--- config.mk ---
export PLATFORM = sky130hd
export DESIGN_NAME = ram_dma
export DESIGN_NICKNAME = d
export VERILOG_FILES = /design/src/rtl/ram_dma_pkg.sv /design/src/rtl/ram_dma.sv
export SDC_FILE = /design/constraint.sdc
export NUM_CORES = 1
export LEC_CHECK = 0
export ABC_CLOCK_PERIOD_IN_PS = 3300
export CAP_MARGIN = 20
export CORE_ASPECT_RATIO = 0.6
export CORE_MARGIN = 5
export CORE_UTILIZATION = 40
export CTS_BUF_LIST = sky130_fd_sc_hd__clkbuf_8
export DETAILED_ROUTE_END_ITERATION = 10
export GPL_ROUTABILITY_DRIVEN = 0
export GPL_TIMING_DRIVEN = 0
export HOLD_SLACK_MARGIN = 0.02
export PLACE_DENSITY = 0.74
export SYNTH_ARGS = -nofsm -noshare
export SYNTH_HDL_FRONTEND = slang
export SYNTH_SLANG_ARGS = --single-unit
--- constraint.sdc ---
create_clock -name clock -period 3.3 [get_ports clock]
set_input_delay 0.66 -clock clock [delete_from_list [all_inputs] [get_ports clock]]
set_output_delay 0.66 -clock clock [all_outputs]
set_load 0.01 [all_outputs]
--- src/rtl/ram_dma_pkg.sv ---
// ram_dma_pkg: shared FSM state encodings and command mode constants for
// the ram_dma block.
package ram_dma_pkg;

  typedef enum logic [1:0] {
    S_IDLE = 2'd0,
    S_RD   = 2'd1,
    S_WR   = 2'd2,
    S_FIN  = 2'd3
  } state_t;

  localparam logic MODE_FILL = 1'b0;
  localparam logic MODE_COPY = 1'b1;

endpackage

--- src/rtl/ram_dma.sv ---
// ram_dma: fill/copy engine driving a single-port RAM.
//   clock, reset        : single clock, synchronous active-high reset
//   start, mode         : command strobe (accepted only in IDLE), 0=fill 1=copy
//   src, dst, len       : copy source base, destination base, word count
//   fill_value          : data written by a fill command
//   busy, done          : command executing / one-cycle completion pulse
//   mem_address/mem_data/mem_wren : RAM port (address and enable registered)
//   mem_q               : RAM read data, valid one cycle after a read address
module ram_dma
  import ram_dma_pkg::*;
#(
  parameter int widthad_a = 15,
  parameter int width_a   = 8
) (
  input  logic                 clock,
  input  logic                 reset,
  input  logic                 start,
  input  logic                 mode,
  input  logic [widthad_a-1:0] src,
  input  logic [widthad_a-1:0] dst,
  input  logic [widthad_a:0]   len,
  input  logic [width_a-1:0]   fill_value,
  output logic                 busy,
  output logic                 done,
  output logic [widthad_a-1:0] mem_address,
  output logic [width_a-1:0]   mem_data,
  output logic                 mem_wren,
  input  logic [width_a-1:0]   mem_q
);

  state_t               state;
  logic                 mode_r;
  logic [widthad_a-1:0] src_r, dst_r;
  logic [widthad_a:0]   len_r, idx;
  logic [width_a-1:0]   fill_r;
  logic                 wren_r;

  logic [widthad_a:0]   idx_nxt;
  logic                 last;

  assign idx_nxt = idx + 1'b1;
  assign last    = (idx_nxt == len_r);

  // The write of the cycle in which reset is high must not land in the RAM,
  // so the registered enable is killed combinationally by reset.
  assign mem_wren = wren_r & ~reset;

  // Copy writes forward the word read in the preceding RD cycle.
  assign mem_data = (state == S_WR && mode_r == MODE_COPY) ? mem_q : fill_r;

  always_ff @(posedge clock) begin
    if (reset) begin
      state       <= S_IDLE;
      busy        <= 1'b0;
      done        <= 1'b0;
      wren_r      <= 1'b0;
      mem_address <= '0;
      fill_r      <= '0;
      mode_r      <= MODE_FILL;
      src_r       <= '0;
      dst_r       <= '0;
      len_r       <= '0;
      idx         <= '0;
    end else begin
      done <= 1'b0;
      case (state)
        S_IDLE: begin
          if (start) begin
            mode_r <= mode;
            src_r  <= src;
            dst_r  <= dst;
            len_r  <= len;
            fill_r <= fill_value;
            idx    <= '0;
            if (len == '0) begin
              state <= S_FIN;
              done  <= 1'b1;
            end else if (mode == MODE_COPY) begin
              state       <= S_RD;
              busy        <= 1'b1;
              mem_address <= src;
              wren_r      <= 1'b0;
            end else begin
              state       <= S_WR;
              busy        <= 1'b1;
              mem_address <= dst;
              wren_r      <= 1'b1;
            end
          end
        end
        S_RD: begin
          state       <= S_WR;
          mem_address <= dst_r + idx[widthad_a-1:0];
          wren_r      <= 1'b1;
        end
        S_WR: begin
          idx <= idx_nxt;
          if (last) begin
            state  <= S_FIN;
            busy   <= 1'b0;
            done   <= 1'b1;
            wren_r <= 1'b0;
          end else if (mode_r == MODE_COPY) begin
            state       <= S_RD;
            mem_address <= src_r + idx_nxt[widthad_a-1:0];
            wren_r      <= 1'b0;
          end else begin
            mem_address <= dst_r + idx_nxt[widthad_a-1:0];
          end
        end
        S_FIN: begin
          state <= S_IDLE;
        end
        default: begin
          state  <= S_IDLE;
          busy   <= 1'b0;
          wren_r <= 1'b0;
        end
      endcase
    end
  end

endmodule
==> Yosys cells after proc, flatten, opt, wreduce, memory -nomap -nowiden <==
Cells that the tools add are included.
{ "word_totals": {"latchBits": 0, "romBits": 0, "word_cells": 66, "ram_bits": 0, "mem_count": 0, "reg_bits": 91, "out_inout_bits": 26, "input_bits": 66} }
{ "op_classes": {"n_lt_le_gt_ge": 0, "shift": 0, "muxes": 29, "eq_ne": 9, "n_bitwise": 2, "div_mod_pow": 0, "multipliers": 0, "add_sub_neg": 4, "reduce_logical": 11} }
{ "ops": {"columns": ["op", "n"], "rows": [
  ["$mux W15", 5],
  ["$add A15 B15 Y15", 3],
  ["$pmux W15 S3", 1],
  ["$pmux W16 S2", 1],
  ["$add A16 B1 Y16 const B", 1],
  ["$eq A16 B16 Y1", 1],
  ["$logic_not A16 Y1", 1],
  ["$mux W16", 1],
  ["$reduce_and A4 Y1", 3],
  ["$mux W1", 11],
  ["$mux W2", 5],
  ["$mux W8", 1],
  ["$ne A2 B2 Y1 const B", 4],
  ["$pmux W2 S4", 1],
  ["$reduce_and A2 Y1", 3],
  ["$eq A2 B2 Y1 const B", 2],
  ["$pmux W1 S2", 2],
  ["$ne A3 B3 Y1 const B", 1],
  ["$pmux W1 S3", 1],
  ["$reduce_bool A3 Y1", 1],
  ["$eq A2 B1 Y1 const B", 1],
  ["$logic_not A2 Y1", 1],
  ["$reduce_bool A2 Y1", 1],
  ["$and A1 B1 Y1", 1],
  ["other kinds (2)", 2]
]} }

==> Longest topological paths before layout <==
Gate-level depths: netlist (run 1).
{ "depth": {"word_depth": 5, "mapped_depth": 14, "depth_no_buf": 13} }

==> Worst setup path before layout (run 1) <==
No wires, ideal clock.
{ "synth_path": {"path_kind": "register to register", "from": "reg mode_r", "to": "reg mem_address[12]", "path_stages_with_launch": 13, "arrival_ns": 3.122, "t_required_ns": 3.230, "synth_period_minus_slack_ns": 3.192, "setup_slack_ns": 0.108, "setup_ns": 0.070, "n_path_buf": 2, "path_cell_list": "dfxtp_1 -> clkbuf_1 -> clkbuf_1 -> mux2_2 -> ha_1 -> nor4_1 -> o21ai_0 -> a31o_2 -> a21oi_1 -> xnor2_1 -> a221oi_1 -> a211o_1 -> a21oi_1"} }
{ "synth_between": {"elab_chain_len": 3} }
{ "synth_rtl": {"columns": ["element", "line", "rtl"], "rows": [
  ["start, declared", "ram_dma.sv:32", "logic mode_r;"],
  ["start signal, assigned", "ram_dma.sv:69", "mode_r <= mode;"],
  ["$mux W15", "ram_dma.sv:103", "end else if (mode_r == MODE_COPY) begin"],
  ["$mux W15", "ram_dma.sv:98", "if (last) begin"],
  ["$pmux W15 S3", "ram_dma.sv:66", "case (state)"],
  ["end signal, assigned", "ram_dma.sv:81", "mem_address <= src;"],
  ["end signal, assigned", "ram_dma.sv:105", "mem_address <= src_r + idx_nxt[widthad_a-1:0];"],
  ["end signal, assigned", "ram_dma.sv:108", "mem_address <= dst_r + idx_nxt[widthad_a-1:0];"],
  ["end, declared", "ram_dma.sv:25", "output logic [widthad_a-1:0] mem_address,"]
]} }
Every way passes these cells. The select of a mux whose other input is x is not followed.
A chain may end at the register's enable or synchronous reset.

==> Worst setup path in the final report (run 1) <==
Same ends and word-level chain as after synthesis.

==> flow_summary.yaml, run 1 <==
clocking:
  cts.sinks: 91
  cts_buffer_depth: 2
  cts_hold_buf: 0
  clock_insertion_delay_worst_skew_ns: 0.39
  cts_tree: "built"
  cts_root_buf: "clkbuf_8"
  cts_max_level: 3
  cts_made_buffers: 9
  clk_pin_slew_ns: 0.11
synthesis:
  synth_compound_area_share_pct: 22.82
  synth_edf_count: 0
  syn_nets: 863
  synthTopCellsByArea: "dfxtp_1 30%, nand2_1 9.1%, a21oi_1 8.1%, ha_1 6.9%, xnor2_1 4.3%"
  muxShareOfSynthArea_pct: 7.722
  netlist.area_leader.share_pct: 29.74
  ys_ff_latch: 91
  synth_xor_area_share_pct: 7.457
  yosysWarningCount: 0
  synth_fa_ha_area_share_pct: 7.600
  synth_cells: 761
  synth_area_um2: 6125
  synth_top_family_by_area: "compound AO/OA/AOI/OAI gates"
  syn-mean-instance-area_um2: 8.048
  synth-async-reset-ratio_pct: 0
  synth_top_cell_by_area: "dfxtp_1"
  synth_seq_area_share_pct: 29.74
  synth-simple-area-share_pct: 19.86
  synth.distinct_cells: 72
  synthFlopType: "dfxtp_1"
sta:
  maxSlewViolCount: 0
  slew_headroom_pct: 39.22
  post-route-period-util_pct: 96.62
  worst_pin_slew_ns: 0.9117
  tns_ns: 0
  skew_ns: 0.01541
  period_minus_slack_ns: 3.188
  final-hold-violation-count: 0
  setup_violations: 0
  holdWs_ns: 0.4621
  max_freq_ghz: 0.3136
drt:
  dr.pass1.iters: 5
  drt_iter0_drc: 582
  via_per_inst: 5.727
  wire_per_inst_um: 18.47
  ant_nets: 0
  drc: 0
  vias: 6139
  totalWireLength_um: 19800
pwr:
  power.density_nw_per_um2: 624.0
  ir_drop_mv: 0.2618
  p_total_w: 0.004782
  leakage_nw: 3.069
placement:
  port_buffers: 91
  placedInstanceArea_um2: 7289
  dp_hpwl_um: 15520
floorplan:
  die_w_um: 169.7
  dieArea_um2: 17970
  fp-row-count: 35
  ios: 92
  start_util_pct: 40.30
  core_um2: 15200
  die_h_um: 105.9
grt:
  antenna_found_initial: 0
  grt-ovfl-total: 0
  grt_pass1_wl_um: 30500
  grt_pass1_vias: 5634
  grt_max_degree: 17
  grt_use_total_pct: 21.44
worst_setup_path:
  max_stage_delay_ns: 0.49
  path_class: "flop to flop"
  slowest_stage: "dfxtp_4"
  cp-end-kind: "flop"
  path_cells: "mux2_2 -> ha_1 -> fa_1 -> a211oi_2 -> o21ai_2 -> a31o_2 -> a21oi_2 -> xnor2_1 -> a221oi_2 -> a211o_1 -> a21oi_1"
  start_kind: "flop"
  crit_fanout: 9
  required_ns: 3.61
  arrival_ns: 3.50
min_path:
  hp-class: "flop to flop"
layout:
  final.fill_count: 1480
  syn2layout_area_growth_pct: 25.13
  antenna_cells: 0
  design_area_um2: 7664
  final_nets: 966
  drive_above_1_share_pct: 12.08
flow_run:
  drv_cap: 0
run_status:
  status: "finished clean"
[per-stage QoR]
stage / utilization, % / setup slack [ns] / std cells
after floorplan: - / 0.1081 / 761
after CTS: 49.90 / 0.01656 / 1071
after detailed placement: 47.97 / -0.7622 / 1055
final: 50.43 / 0.1116 / 1072
after global placement: 47.97 / -0.8037 / 1055
after global routing: 50.43 / -0.02732 / 1072
[worst max-delay path: cells and delay by family (launching register included)]
kind / cells / cell delay (ns)
fa+ha+maj: 2 / 0.68
compound gates: 7 / 1.42
mux: 1 / 0.37
xor+xnor: 1 / 0.16
flops: 1 / 0.49
[cells in the mapped netlist, drive strengths merged (7+ instances only)]
cell    count
a221oi     12
buf        17
a21o        8
mux2       23
xnor2      30
nor4       11
a211o      11
nand2     150
nor2       38
o21ai      31
nand3      12
ha         34
mux2i      21
inv        15
dfxtp      91
a21oi      99
a22oi       9
a211oi      7
nand2b      8
xor2       17
nor3        8
clkbuf     33
[power breakdown]
part           leakage [nW]  switching (W)  internal [W]  total, W
logic                  2.23        0.00149       0.00105   0.00254
clock network        0.0860       0.000454      0.000278  0.000732
registers             0.749       0.000174       0.00134   0.00151
[cell usage in the layout (no fill, tap or decap), types with 21 or more instances in the layout]
cell type,Yosys,final
xnor2_1,30,29
mux2_2,22,22
a21oi_1,99,97
ha_1,34,32
clkdlybuf4s50_1,0,91
mux2i_1,21,21
dfxtp_1,91,86
o21ai_0,31,28
nand2_1,149,148
nor2_1,38,36
clkbuf_1,33,28
[per-layer routing]
| metal | track usage [%] | wire length [um] | up-vias |
|---|---|---|---|
| met5 | 0 | 0 | - |
| met4 | 4.767 | 272 | 0 |
| met3 | 5.435 | 1903 | 22 |
| met2 | 29.94 | 8051 | 266 |
| met1 | 32.66 | 9573 | 2927 |
| li1 | - | - | 2924 |
[path summary, 6_finish.rpt]
check | start | endpoint | cells after the start | slack (ns)
setup reg to reg | mode_r | mem_address[12] | 11 | 0.11
setup / recovery | mode_r | mem_address[12] | 11 | 0.11
hold reg to reg | src_r[2] | src_r[2] | 2 | 0.46
hold / removal | src_r[2] | src_r[2] | 2 | 0.46
[kinds of logic (layout without fill, tap and decap cells)]
| family | count (synthesis) | count (layout) |
|---|---|---|
| buffers and inverters | 65 | 173 |
| AO/OA/AOI/OAI | 217 | 217 |
| XOR/XNOR | 49 | 49 |
| AND/OR/NAND/NOR | 259 | 259 |
| adder cells (fa/ha/maj) | 36 | 36 |
| multiplexers | 44 | 44 |
| flip-flops | 91 | 91 |
[repair_timing]
item / CTS / global route
buffers inserted: 1 / 1
cloned: 0 / 0
pin swaps: 1 / 5
resized for setup: 29 / 22
endpoints found under the setup margin: 28 / 24
[flip-flops by register name, summed over array words and instances (netlist names)]
signal       flops
wren_r           1
fill_r           8
busy             1
done             1
dst_r           15
src_r           15
state            2
mode_r           1
mem_address     15
idx             16
len_r           16
[layout make-up]
type,instances,area (um^2),area share [%]
clock inverters,7,51.30,0.6694
well taps,203,254.0,3.314
inverters,15,56.30,0.7347
multi-input cells,605,4155,54.22
plain buffers,49,261.5,3.412
flip-flops and latches,91,1836,23.95
repair buffers,93,925.9,12.08
clock buffers,9,123.9,1.616
No activity file was read; power rests on OpenSTA's default activity.
==> run 2: changes to the inputs <==
--- a/config.mk
+++ b/config.mk
@@ -5,7 +5,7 @@
 export SDC_FILE = /design/constraint.sdc
 export NUM_CORES = 1
 export LEC_CHECK = 0
-export ABC_CLOCK_PERIOD_IN_PS = 3300
+export ABC_CLOCK_PERIOD_IN_PS = 3900
 export CAP_MARGIN = 20
 export CORE_ASPECT_RATIO = 0.6
 export CORE_MARGIN = 5
@@ -15,7 +15,7 @@
 export GPL_ROUTABILITY_DRIVEN = 0
 export GPL_TIMING_DRIVEN = 0
 export HOLD_SLACK_MARGIN = 0.02
-export PLACE_DENSITY = 0.74
+export PLACE_DENSITY = 0.72
 export SYNTH_ARGS = -nofsm -noshare
 export SYNTH_HDL_FRONTEND = slang
 export SYNTH_SLANG_ARGS = --single-unit
==> constraint.sdc (replaced) <==
create_clock -name clock -period 3.9 [get_ports clock]
set_input_delay 0.78 -clock clock [delete_from_list [all_inputs] [get_ports clock]]
set_output_delay 0.78 -clock clock [all_outputs]
set_load 0.01 [all_outputs]
==> run 2 against run 1 <==
Non-clock buffer count is 2 lower. Count of clock-buffer cells in the layout is the same. Hold slack lost 0.0021 ns. Critical path type is now flop to output port.
==> flow_summary.yaml, run 2 (same netlist as run 1, synthesis figures left out) <==
min_path:
  min_path_cells: 2
  hold_end: "fill_r[2]"
  hp-class: "flop to flop"
  hold_start: "fill_r[2]"
worst_setup_path:
  required_ns: 3.12
  slowest_stage: "clkdlybuf4s50_1"
  r2r_cells: 14
  cp_top_family: "buffers and inverters"
  path_class: "flop to output port"
  max_stage_delay_ns: 0.54
  timing.rr.end: "mem_address[12]"
  crit_fanout: 10
  path_cells: "inv_1 -> ha_1 -> clkbuf_2 -> clkbuf_2 -> nand2_1 -> mux2_2 -> clkdlybuf4s50_1"
  crit_top_cell: "clkbuf_2"
  arrival_ns: 2.97
  start_kind: "flop"
  path_buf_inv: 4
  cp-end-kind: "output port"
  r2r_slack_ns: 0.27
  worstReg2RegStart: "idx[1]"
layout:
  design_area_um2: 7510
  final_common_cell: "nand2_1"
  layout_common_cells: "149 x nand2_1, 99 x a21oi_1, 91 x clkdlybuf4s50_1"
  antenna_cells: 0
  drive_above_1_share_pct: 9.458
  top_regs: "idx x16, len_r x16"
  final_nets: 964
  syn2layout_area_growth_pct: 22.61
sta:
  final-hold-violation-count: 0
  holdWs_ns: 0.4600
  setup_violations: 0
  post-route-period-util_pct: 96.15
  rsz0062_at_grt: "false"
  period_minus_slack_ns: 3.750
  max_freq_ghz: 0.2667
  maxSlewViolCount: 0
  worst_pin_slew_ns: 0.8953
  skew_ns: 0.009968
  fin_ws_ns: 0.1500
  slew_headroom_pct: 40.31
grt:
  grt_use_total_pct: 21.22
  grt_pass1_vias: 5562
  grt-ovfl-total: 0
  grt_max_degree: 17
  grt_pass1_wl_um: 30220
  antenna_found_initial: 1
drt:
  drt_iter0_drc: 611
  ant_nets: 0
  via_per_inst: 5.697
  dr.pass1.iters: 5
  vias: 6096
  totalWireLength_um: 19430
  drc: 0
  wire_per_inst_um: 18.16
clocking:
  cts_setup_buffers: 0
  clk_pin_slew_ns: 0.10
  cts_tree: "built"
  cts.sinks: 91
  cts_max_level: 3
  cts_made_buffers: 9
  clock_insertion_delay_worst_skew_ns: 0.38
  cts_root_buf: "clkbuf_8"
  cts_buffer_depth: 2
  cts_hold_buf: 0
floorplan:
  die_h_um: 105.9
  dieArea_um2: 17970
  fp-row-count: 35
  ios: 92
  start_util_pct: 40.30
  die_w_um: 169.7
  core_um2: 15200
pwr:
  ir_drop_mv: 0.2616
  power.density_nw_per_um2: 542.1
  p_total_w: 0.004071
  leakage_nw: 3.024
placement:
  port_buffers: 91
  preCtsSetupSlack_ns: -0.1949
  placedInstanceArea_um2: 7289
  dp_hpwl_um: 15370
run_status:
  status: "finished clean"
flow_run:
  drv_cap: 0
[run 2: where the power goes]
group          internal [W]  leakage (nW)  total, W  switching (W)
registers           0.00113         0.746   0.00127       0.000141
logic              0.000869          2.19   0.00213        0.00126
clock network      0.000300        0.0923  0.000674       0.000375
[run 2: tightest hold or removal path, stage by stage (launching register included)]
cell     delay, ns
dfxtp_1       0.32
nand2_1       0.05
a21oi_1       0.05
[run 2: repair_timing]
action | 4_1_cts | 5_1_grt
hold endpoints to repair | 0 | 0
endpoints found under the setup margin | 10 | 16
resized for setup | 3 | 6
[run 2: worst max path at each step]
stage | startpoint | end | slack, ns | depth (start not counted)
4_1_cts | idx[0] | mem_address[12] | 0.05 | 14
5_1_grt | state[0] | mem_data[1] | 0.01 | 7
2_1_floorplan | mode_r | mem_address[12] | 0.71 | 12
6_report | state[0] | mem_data[1] | 0.15 | 7
3_3_place_gp | mode_r | mem_address[12] | -0.17 | 12
3_5_place_dp | mode_r | mem_address[12] | -0.19 | 12
[run 2: area by class of cell]
cell class | instances | area (um^2)
Clock buffer | 9 | 123.9
Sequential cell | 91 | 1824
Timing Repair Buffer | 91 | 910.9
Clock inverter | 7 | 75.07
Multi-Input combinational cell | 605 | 4028
Tap cell | 203 | 254.0
Buffer | 49 | 237.7
Inverter | 15 | 56.30
Fill cell | 1507 | 7686
[run 2: routing by layer]
metal	share of wire, %	track usage [%]	wire length [um]	vias up
met5	0	0	0	-
met4	1.0	3.504	201	0
met3	9.2	4.685	1793	20
met2	40	29.80	7824	245
met1	49	33.08	9610	2913
li1	-	-	-	2918
[run 2: stage by stage]
| stage | setup TNS, ns | instances | util, % |
|---|---|---|---|
| 2_1_floorplan | 0 | 761 | - |
| 3_3_place_gp | -0.2251 | 1055 | 47.97 |
| 3_5_place_dp | -0.2494 | 1055 | 47.97 |
| 4_1_cts | 0 | 1070 | 49.28 |
| 5_1_grt | 0 | 1070 | 49.42 |
| 6_report | 0 | 1070 | 49.42 |
==> run 3: changes to the inputs <==
--- a/config.mk
+++ b/config.mk
@@ -16,6 +16,7 @@
 export GPL_TIMING_DRIVEN = 0
 export HOLD_SLACK_MARGIN = 0.02
 export PLACE_DENSITY = 0.72
+export SKIP_CTS_REPAIR_TIMING = 1
 export SYNTH_ARGS = -nofsm -noshare
 export SYNTH_HDL_FRONTEND = slang
 export SYNTH_SLANG_ARGS = --single-unit
==> run 3 against run 2 <==
Non-clock buffer count unchanged. Fmax decreased by 0.35%. Routed wire length shrank 0.11%. Critical path type unchanged. Sequential power hardly changed. Clock skew fell by 0.0014 ns. Die area is the same.
==> flow_summary.yaml, run 3 (same netlist as run 1, synthesis figures left out) <==
clocking:
  cts_max_level: 3
  cts_root_buf: "clkbuf_8"
  cts.sinks: 91
  cts_buffer_depth: 2
  cts_made_buffers: 9
  cts_tree: "built"
  clk_pin_slew_ns: 0.10
  clock_insertion_delay_worst_skew_ns: 0.38
floorplan:
  core_um2: 15200
  fp-row-count: 35
  ios: 92
  die_w_um: 169.7
  die_h_um: 105.9
  dieArea_um2: 17970
  start_util_pct: 40.30
placement:
  preCtsSetupSlack_ns: -0.1949
  port_buffers: 91
  placed_cells: 1055
  dp_hpwl_um: 15370
pwr:
  power.density_nw_per_um2: 542.3
  leakage_nw: 3.024
  seq_power_share_pct: 31.2
  swShare_pct: 43.54
  clockPowerShare_pct: 16.6
  p_int_w: 0.002299
  p_total_w: 0.004072
  ir_drop_mv: 0.2614
  power_frac_comb_pct: 52.2
  p_switching_w: 0.001773
sta:
  maxSlewViolCount: 0
  period_minus_slack_ns: 3.763
  tns_ns: 0
  max_freq_ghz: 0.2657
  skew_ns: 0.008550
  final-hold-violation-count: 0
  post-route-period-util_pct: 96.49
  worst_pin_slew_ns: 0.9110
  rsz0062_at_grt: "false"
  fin_ws_ns: 0.1368
  setup_violations: 0
  slew_headroom_pct: 39.27
worst_setup_path:
  crit_fanout: 10
  cp-end-kind: "output port"
  arrival_ns: 2.98
  required_ns: 3.12
  start_kind: "flop"
  path_class: "flop to output port"
drt:
  drc: 0
  vias: 6090
  wire_per_inst_um: 18.14
  dr.pass1.iters: 5
  via_per_inst: 5.692
  drt_iter0_drc: 582
  ant_nets: 0
  totalWireLength_um: 19410
grt:
  grt-ovfl-total: 0
  antenna_found_initial: 1
  grt_pass1_vias: 5561
  grt_max_degree: 17
  grt_pass1_wl_um: 30220
  grt_use_total_pct: 21.21
layout:
  drive_above_1_share_pct: 9.458
  layout_common_cells: "149 x nand2_1, 99 x a21oi_1, 91 x clkdlybuf4s50_1"
  top_regs: "idx x16, len_r x16"
  fin_cells: 1070
  final_common_cell: "nand2_1"
  antenna_cells: 0
  syn2layout_area_growth_pct: 22.61
  final_nets: 964
min_path:
  hp-class: "flop to flop"
run_status:
  status: "finished clean"
flow_run:
  drv_cap: 0
-- run 3: cell counts in the layout (fill, tap and decap cells not counted) --
No cell type changed its count.
-- run 3: area by class of cell --
cell class,instances,area (um^2)
inverter,15,56.30
timing repair buffer,91,910.9
clock buffer,9,123.9
sequential,91,1824
multi-input combinational,605,4028
buffer,49,237.7
fill,1507,7686
clock inverter,7,75.07
tap,203,254.0
-- run 3: power groups by stage --
| stage | sequential, W | combinational, W | clock (W) |
|---|---|---|---|
| CTS | 0.00126 | 0.00209 | 0.000683 |
| global route | 0.00129 | 0.00230 | 0.000718 |
| floorplan | 0.00129 | 0.00130 | 0 |
| detailed placement | 0.00128 | 0.00208 | 0 |
| global placement | 0.00128 | 0.00205 | 0 |
| finish | 0.00127 | 0.00212 | 0.000676 |
-- run 3: metrics by stage --
step	hold WS (ns)	instance area [um^2]	util, %
global placement	0.4416	7289	47.97
CTS	0.4610	7488	49.28
detailed placement	0.4454	7289	47.97
floorplan	0.4329	6125	-
global route	0.4728	7510	49.42
finish	0.4595	7510	49.42
-- run 3: worst max-delay path, cell delays in order, from the launching register on --
cell and delay (ns):
dfxtp_1 0.35, inv_1 0.15, ha_1 0.28, clkbuf_2 0.31
clkbuf_2 0.34, nand2_1 0.31, mux2_2 0.31, clkdlybuf4s50_1 0.54
-- run 3: final timing paths --
path                            cells past startpoint         endpoint       from  slack (ns)
worst max-delay path                                7      mem_data[1]   state[0]        0.14
worst min-delay path                                2        fill_r[3]  fill_r[3]        0.46
worst max register to register                     14  mem_address[12]     idx[1]        0.29
worst min register to register                      2        fill_r[3]  fill_r[3]        0.46
-- run 3: per-layer routing --
layer | track usage (%) | routed length (um) | vias up
met2 | 29.77 | 7791 | 252
met5 | 0 | 0 | -
met3 | 4.685 | 1780 | 15
met4 | 3.504 | 160 | 0
li1 | - | - | 2915
met1 | 33.08 | 9675 | 2908
